`src/rtl/alu_result_piso_pkg.sv`:
```
// Shared types and constants for the ALU result serializer.
// State encoding, payload/counter widths and the payload packing helper.
package alu_result_piso_pkg;

    localparam int PAYLOAD_W = 32;
    localparam int CNT_W     = 6;

    typedef enum logic [1:0] {
        ST_IDLE   = 2'd0,
        ST_START  = 2'd1,
        ST_DATA   = 2'd2,
        ST_PARITY = 2'd3
    } state_t;

    function automatic logic [PAYLOAD_W-1:0] pack_payload(
        input logic        cout,
        input logic [14:0] mul,
        input logic [15:0] res
    );
        return {cout, mul, res};
    endfunction

endpackage

```
`src/rtl/alu_result_piso_voter.sv`:
```
// Per-bit 2-of-3 majority voter cell.
// Used once per voted bit of the triplicated control registers.
module KP_Voter (
    input  logic i_a,
    input  logic i_b,
    input  logic i_c,
    output logic o_y
);

    assign o_y = (i_a & i_b) | (i_a & i_c) | (i_b & i_c);

endmodule

```
`src/rtl/alu_result_piso.sv`:
```
// Serializes a voted ALU result as start/32 data/even-parity frame.
// FSM state and bit counter are triplicated and scrubbed every cycle.
module alu_result_piso #(
    parameter int PAYLOAD_W = alu_result_piso_pkg::PAYLOAD_W
) (
    input  logic        CLK,
    input  logic        RST,
    input  logic        RES_VALID,
    input  logic [15:0] RES_OUT,
    input  logic [14:0] RES_MUL,
    input  logic        RES_COUT,
    input  logic        CLR_OVR,
    output logic        DATA_OUT,
    output logic        BUSY,
    output logic        DONE,
    output logic        OVERRUN,
    output logic        TMR_ERR
);

    import alu_result_piso_pkg::*;

    localparam logic [CNT_W-1:0] LAST_BIT = CNT_W'(PAYLOAD_W - 1);

    state_t                 r_st0, r_st1, r_st2;
    logic [CNT_W-1:0]       r_cnt0, r_cnt1, r_cnt2;
    logic [PAYLOAD_W-1:0]   r_shift;
    logic                   r_par;
    logic                   r_done;
    logic                   r_ovr;

    logic [1:0]             w_st_v;
    state_t                 w_st;
    state_t                 w_st_nxt;
    logic [CNT_W-1:0]       w_cnt;
    logic [CNT_W-1:0]       w_cnt_nxt;
    logic [PAYLOAD_W-1:0]   w_payload;
    logic                   w_accept;
    logic                   w_ovr_set;

    for (genvar g = 0; g < 2; g++) begin : g_st_vote
        KP_Voter u_vote (
            .i_a (r_st0[g]),
            .i_b (r_st1[g]),
            .i_c (r_st2[g]),
            .o_y (w_st_v[g])
        );
    end

    for (genvar g = 0; g < CNT_W; g++) begin : g_cnt_vote
        KP_Voter u_vote (
            .i_a (r_cnt0[g]),
            .i_b (r_cnt1[g]),
            .i_c (r_cnt2[g]),
            .o_y (w_cnt[g])
        );
    end

    assign w_st      = state_t'(w_st_v);
    assign w_payload = pack_payload(RES_COUT, RES_MUL, RES_OUT);
    assign w_accept  = (w_st == ST_IDLE) && RES_VALID;
    assign w_ovr_set = (w_st != ST_IDLE) && RES_VALID;

    always_comb begin
        w_st_nxt  = w_st;
        w_cnt_nxt = w_cnt;
        unique case (w_st)
            ST_IDLE: begin
                w_cnt_nxt = '0;
                if (RES_VALID) w_st_nxt = ST_START;
            end
            ST_START: begin
                w_st_nxt  = ST_DATA;
                w_cnt_nxt = '0;
            end
            ST_DATA: begin
                if (w_cnt == LAST_BIT) begin
                    w_st_nxt  = ST_PARITY;
                    w_cnt_nxt = '0;
                end else begin
                    w_cnt_nxt = w_cnt + 1'b1;
                end
            end
            ST_PARITY: begin
                w_st_nxt  = ST_IDLE;
                w_cnt_nxt = '0;
            end
            default: begin
                w_st_nxt  = ST_IDLE;
                w_cnt_nxt = '0;
            end
        endcase
    end

    // Every copy reloads from the vote, so a single upset lasts one cycle.
    always_ff @(posedge CLK or negedge RST) begin
        if (!RST) begin
            r_st0  <= ST_IDLE;
            r_st1  <= ST_IDLE;
            r_st2  <= ST_IDLE;
            r_cnt0 <= '0;
            r_cnt1 <= '0;
            r_cnt2 <= '0;
        end else begin
            r_st0  <= w_st_nxt;
            r_st1  <= w_st_nxt;
            r_st2  <= w_st_nxt;
            r_cnt0 <= w_cnt_nxt;
            r_cnt1 <= w_cnt_nxt;
            r_cnt2 <= w_cnt_nxt;
        end
    end

    always_ff @(posedge CLK or negedge RST) begin
        if (!RST) begin
            r_shift <= '0;
            r_par   <= 1'b0;
            r_done  <= 1'b0;
            r_ovr   <= 1'b0;
        end else begin
            r_done <= (w_st == ST_PARITY);
            r_ovr  <= w_ovr_set | (r_ovr & ~CLR_OVR);
            if (w_accept) begin
                r_shift <= w_payload;
                r_par   <= ^w_payload;
            end else if (w_st == ST_DATA) begin
                r_shift <= r_shift >> 1;
            end
        end
    end

    always_comb begin
        DATA_OUT = 1'b1;
        unique case (w_st)
            ST_IDLE:   DATA_OUT = 1'b1;
            ST_START:  DATA_OUT = 1'b0;
            ST_DATA:   DATA_OUT = r_shift[0];
            ST_PARITY: DATA_OUT = r_par;
            default:   DATA_OUT = 1'b1;
        endcase
    end

    assign BUSY    = (w_st != ST_IDLE);
    assign DONE    = r_done;
    assign OVERRUN = r_ovr;
    assign TMR_ERR = (r_st0 != w_st) | (r_st1 != w_st) | (r_st2 != w_st)
                   | (r_cnt0 != w_cnt) | (r_cnt1 != w_cnt)
                   | (r_cnt2 != w_cnt);

endmodule

```
`config.mk`:
```
export PLATFORM = sky130hd
export DESIGN_NAME = alu_result_piso
export DESIGN_NICKNAME = d
export VERILOG_FILES = /design/src/rtl/alu_result_piso_pkg.sv /design/src/rtl/alu_result_piso_voter.sv /design/src/rtl/alu_result_piso.sv
export SDC_FILE = /design/constraint.sdc
export NUM_CORES = 1
export LEC_CHECK = 0
export CORE_MARGIN = 1.5
export CORE_UTILIZATION = 41
export DETAILED_ROUTE_END_ITERATION = 12
export GPL_TIMING_DRIVEN = 0
export PLACE_DENSITY_LB_ADDON = 0.1
export RECOVER_POWER = 100
export SLEW_MARGIN = 10
export SYNTH_ARGS = -nofsm -noshare
export SYNTH_HDL_FRONTEND = slang
export SYNTH_SLANG_ARGS = --single-unit
```
`constraint.sdc`:
```
create_clock -name CLK -period 2.4 [get_ports CLK]
set_input_delay 0.48 -clock CLK [delete_from_list [all_inputs] [get_ports CLK]]
set_output_delay 0.48 -clock CLK [all_outputs]
set_load 0.02 [all_outputs]
```
==> flow_results.xml <==
<?xml version="1.0" encoding="UTF-8"?>
<metrics>
  <group name="worst_setup_path">
    <metric name="timing.critical_path.from_type" unit="">flop</metric>
    <metric name="critPathArrivalTime" unit="ns">1.79</metric>
    <metric name="worst_setup_path_end_kind" unit="">primary output</metric>
    <metric name="worstPathCellList" unit="">inv_1 -&gt; ha_1 -&gt; buf_2 -&gt; a221o_1 -&gt; dlygate4sd2_1</metric>
    <metric name="cp_top_family" unit="">buffers and inverters</metric>
    <metric name="critPathMaxStageDelay" unit="ns">0.38</metric>
    <metric name="worstPathRequired" unit="ns">1.92</metric>
    <metric name="crit_buf_inv" unit="">3</metric>
    <metric name="slowest_stage" unit="">dfrtp_1</metric>
    <metric name="crit_type" unit="">reg2out</metric>
    <metric name="max_fo_critical_path" unit="">10</metric>
  </group>
  <group name="clocking">
    <metric name="cts_made_buffers" unit="">5</metric>
    <metric name="cts-htree-levels" unit="">2</metric>
    <metric name="clock-sinks" unit="">43</metric>
    <metric name="tritoncts" unit="">built</metric>
    <metric name="clk_transition_reported_paths" unit="ns">0.08</metric>
    <metric name="root_buffer" unit="">clkbuf_8</metric>
    <metric name="clkLatencyLatePin" unit="ns">0.29</metric>
    <metric name="clk_path_buf_depth" unit="">2</metric>
  </group>
  <group name="yosys">
    <metric name="postSynthRegisterBits" unit="">43</metric>
    <metric name="netlist_instances" unit="">220</metric>
    <metric name="yosys.cell_types.count" unit="">21</metric>
    <metric name="yosysMostFrequentCell" unit="">dfrtp_1</metric>
    <metric name="synth.yosys.seq_area_share" unit="%">48.1</metric>
    <metric name="yosysWarningCount" unit="">0</metric>
    <metric name="syn-num-nets" unit="">261</metric>
    <metric name="synth_largest_area_cell" unit="">dfrtp_1</metric>
    <metric name="mappedNetlistArea" unit="mm^2">0.00224</metric>
    <metric name="synth_top_cell_area_share" unit="%">48.1</metric>
    <metric name="synth_flop_cell" unit="">dfrtp_1</metric>
    <metric name="synthTopCellsByCount" unit="">dfrtp_1, nand2_1, o21ai_0, mux2i_1, xnor2_1</metric>
    <metric name="synth-edff-count" unit="">0</metric>
    <metric name="synth.top_cells.by_area" unit="">dfrtp_1, mux2i_1, xnor2_1, o21ai_0, nand2_1</metric>
    <metric name="avgSynthCellArea" unit="um^2">10.2</metric>
    <metric name="synth_async_sr_flop_share" unit="%">100</metric>
  </group>
  <group name="detailed_routing">
    <metric name="average_vias_per_placed_instance" unit="">4.84</metric>
    <metric name="drt-total-wl" unit="um">4210</metric>
    <metric name="drt_pass1_iterations" unit="">4</metric>
    <metric name="drcViolationCount" unit="">0</metric>
    <metric name="antenna_left" unit="">0</metric>
    <metric name="avgRoutedWirePerCell" unit="um">12.5</metric>
    <metric name="route.vias.total" unit="">1637</metric>
    <metric name="detailedRoute.firstIterationViolations" unit="">69</metric>
  </group>
  <group name="finish">
    <metric name="final_core_util" unit="%">54.8</metric>
    <metric name="nets" unit="">308</metric>
    <metric name="fillerInstances" unit="">476</metric>
    <metric name="drive_gt1_share" unit="%">5.22</metric>
    <metric name="multiInputGateArea" unit="mm^2">0.00109</metric>
    <metric name="register_area" unit="mm^2">0.00108</metric>
    <metric name="syn_to_final_growth" unit="%">26.7</metric>
    <metric name="diodes" unit="">0</metric>
  </group>
  <group name="power">
    <metric name="leakagePower" unit="nW">1.17</metric>
    <metric name="power.ir.vdd_worst" unit="mV">0.520</metric>
    <metric name="power-per-cell-area" unit="mW/mm^2">1050</metric>
  </group>
  <group name="sta">
    <metric name="finalCritPeriodShare" unit="%">94.6</metric>
    <metric name="unrepaired_setup_endpoints_after_global_routing" unit="">false</metric>
    <metric name="timing_max_transition_violations_final" unit="">0</metric>
    <metric name="finalHoldViolations" unit="">0</metric>
    <metric name="max_clock_freq" unit="MHz">441</metric>
    <metric name="max_slew_headroom" unit="%">12.6</metric>
    <metric name="tightest_slew" unit="ns">1.31</metric>
    <metric name="final_period_minus_worst_setup_slack" unit="ns">2.27</metric>
    <metric name="timing.final.setup_violations" unit="">0</metric>
    <metric name="clock_skew" unit="ns">0.00463</metric>
    <metric name="hold-worst-slack" unit="ns">0.456</metric>
  </group>
  <group name="grt">
    <metric name="grt_start_max_net_pins" unit="">23</metric>
    <metric name="grt_antenna_before_repair" unit="">0</metric>
    <metric name="grt_pass1_vias" unit="">1583</metric>
    <metric name="global_route.overflow_total" unit="">0</metric>
    <metric name="globalRouteTotalUtil" unit="%">15.7</metric>
    <metric name="grt_pass1_wl" unit="um">7300</metric>
  </group>
  <group name="placed_design">
    <metric name="gp_congestion" unit="">0.761</metric>
    <metric name="detailedPlacementHpwl" unit="um">3280</metric>
    <metric name="number_of_i_o_port_buffers" unit="">39</metric>
  </group>
  <group name="die">
    <metric name="die_w" unit="um">76.9</metric>
    <metric name="design.core.area" unit="mm^2">0.00517</metric>
    <metric name="chipHeight" unit="um">76.9</metric>
    <metric name="row_count" unit="">26</metric>
    <metric name="boundaryPins" unit="">41</metric>
    <metric name="design.die.area" unit="mm^2">0.00591</metric>
    <metric name="initial_utilization" unit="%">43.3</metric>
  </group>
  <group name="outcome">
    <metric name="status" unit="">complete, no violations</metric>
  </group>
  <group name="run">
    <metric name="maxCapViolations" unit="">0</metric>
  </group>
  <group name="hold_path">
    <metric name="timing.hold.worst.class" unit="">in2async</metric>
  </group>
</metrics>
-- worst reg2reg max path, stage by stage (launching register included) --
cell	delay [ns]
dfrtp_1	0.40
inv_1	0.11
ha_1	0.19
inv_1	0.06
nor2_1	0.20
clkbuf_1	0.34
clkbuf_1	0.42
nand2_1	0.11
o21ai_0	0.08
-- per-layer routing --
metal / GRT usage [%] / up-vias / part of all wire, %
met4: 5.00 / 0 / 1.2
met2: 25.9 / 32 / 49
met1: 20.0 / 772 / 47
li1: - / 826 / -
met5: 0 / - / 0
met3: 3.93 / 7 / 3.4
-- timing repair --
action / 4_1_cts / 5_1_grt
endpoints found under the setup margin: 1 / 1
gates cloned: 0 / 0
resized for setup: 2 / 1
setup buffers: 0 / 0
hold buffers: 0 / 0
-- report_power, final --
group          internal [W]  switching, W  leakage [nW]  total [W]
Combinational      0.000607      0.000667         0.574    0.00127
Clock              0.000263      0.000231        0.0515   0.000494
Sequential          0.00104      0.000165         0.543    0.00121
Total               0.00191       0.00106          1.17    0.00297
-- through the flow --
step | instances | setup TNS (ns) | power [W] | setup slack, ns | instance area (um^2)
after floorplan | 220 | 0 | 0.00214 | 0.636 | 2240
after global placement | 329 | -13.55 | 0.00250 | -0.317 | 2720
after detailed placement | 330 | -0.0338 | 0.00254 | -0.0338 | 2740
after CTS | 338 | 0 | 0.00303 | 0.0650 | 2840
after global routing | 338 | 0 | 0.00322 | 0.0479 | 2840
final | 338 | 0 | 0.00297 | 0.131 | 2840
-- cells in the final DEF (no fill, tap or decap) --
cell	instances
a21oi_1	4
a221o_1	1
a31o_2	1
and2_1	3
buf_16	1
buf_2	4
buf_4	1
clkbuf_1	9
clkbuf_8	7
clkdlybuf4s50_1	34
conb_1	1
dfrtp_1	43
dlygate4sd2_1	1
dlygate4sd3_1	3
ha_1	5
inv_1	5
mux2i_1	31
nand2_1	34
nand2b_1	2
nand3_1	2
nor2_1	7
o21ai_0	33
o22ai_1	1
xnor2_1	29
xor2_1	6
-- flip-flops by register name, indices dropped and copies added, names as in the netlist --
signal and count:
DONE 1, OVERRUN 1, r_cnt2 6, r_par 1, r_shift 32, r_st2 2
-- cell families after synthesis --
group,share of synthesized area [%]
XOR/XNOR,13.7
adder cells (fa/ha/maj),2.80
flip-flops,48.1
multiplexers,13.9
other,0.168
buffers and inverters,3.24
AND/OR/NAND/NOR,8.72
AO/OA/AOI/OAI,9.40
-- area by class of cell --
cell class / instances / area share, %
tap: 70 / 3.09
timing repair buffer: 40 / 14.5
clock buffer: 8 / 3.53
inverter: 5 / 0.662
buffer: 12 / 1.90
multi-input combinational: 160 / 38.4
sequential: 43 / 38.0
-- final timing paths --
kind / slack (ns) / to / start / depth (start not counted)
max in group asynchronous: 1.17 / r_shift[19]$_DFFE_PN0P_ / RST / 1
worst max register to register: 0.40 / r_shift[18]$_DFFE_PN0P_ / r_st2[0]$_DFFE_PN0P_ / 8
worst min-delay path: 0.46 / r_cnt2[2]$_DFF_PN0_ / RST / 1
worst min register to register: 0.46 / r_cnt2[0]$_DFF_PN0_ / r_cnt2[0]$_DFF_PN0_ / 1
worst max-delay path: 0.13 / DATA_OUT / r_st2[0]$_DFFE_PN0P_ / 5
min in group CLK: 0.46 / r_cnt2[0]$_DFF_PN0_ / r_cnt2[0]$_DFF_PN0_ / 1
Power figures use the tool's default switching activity.
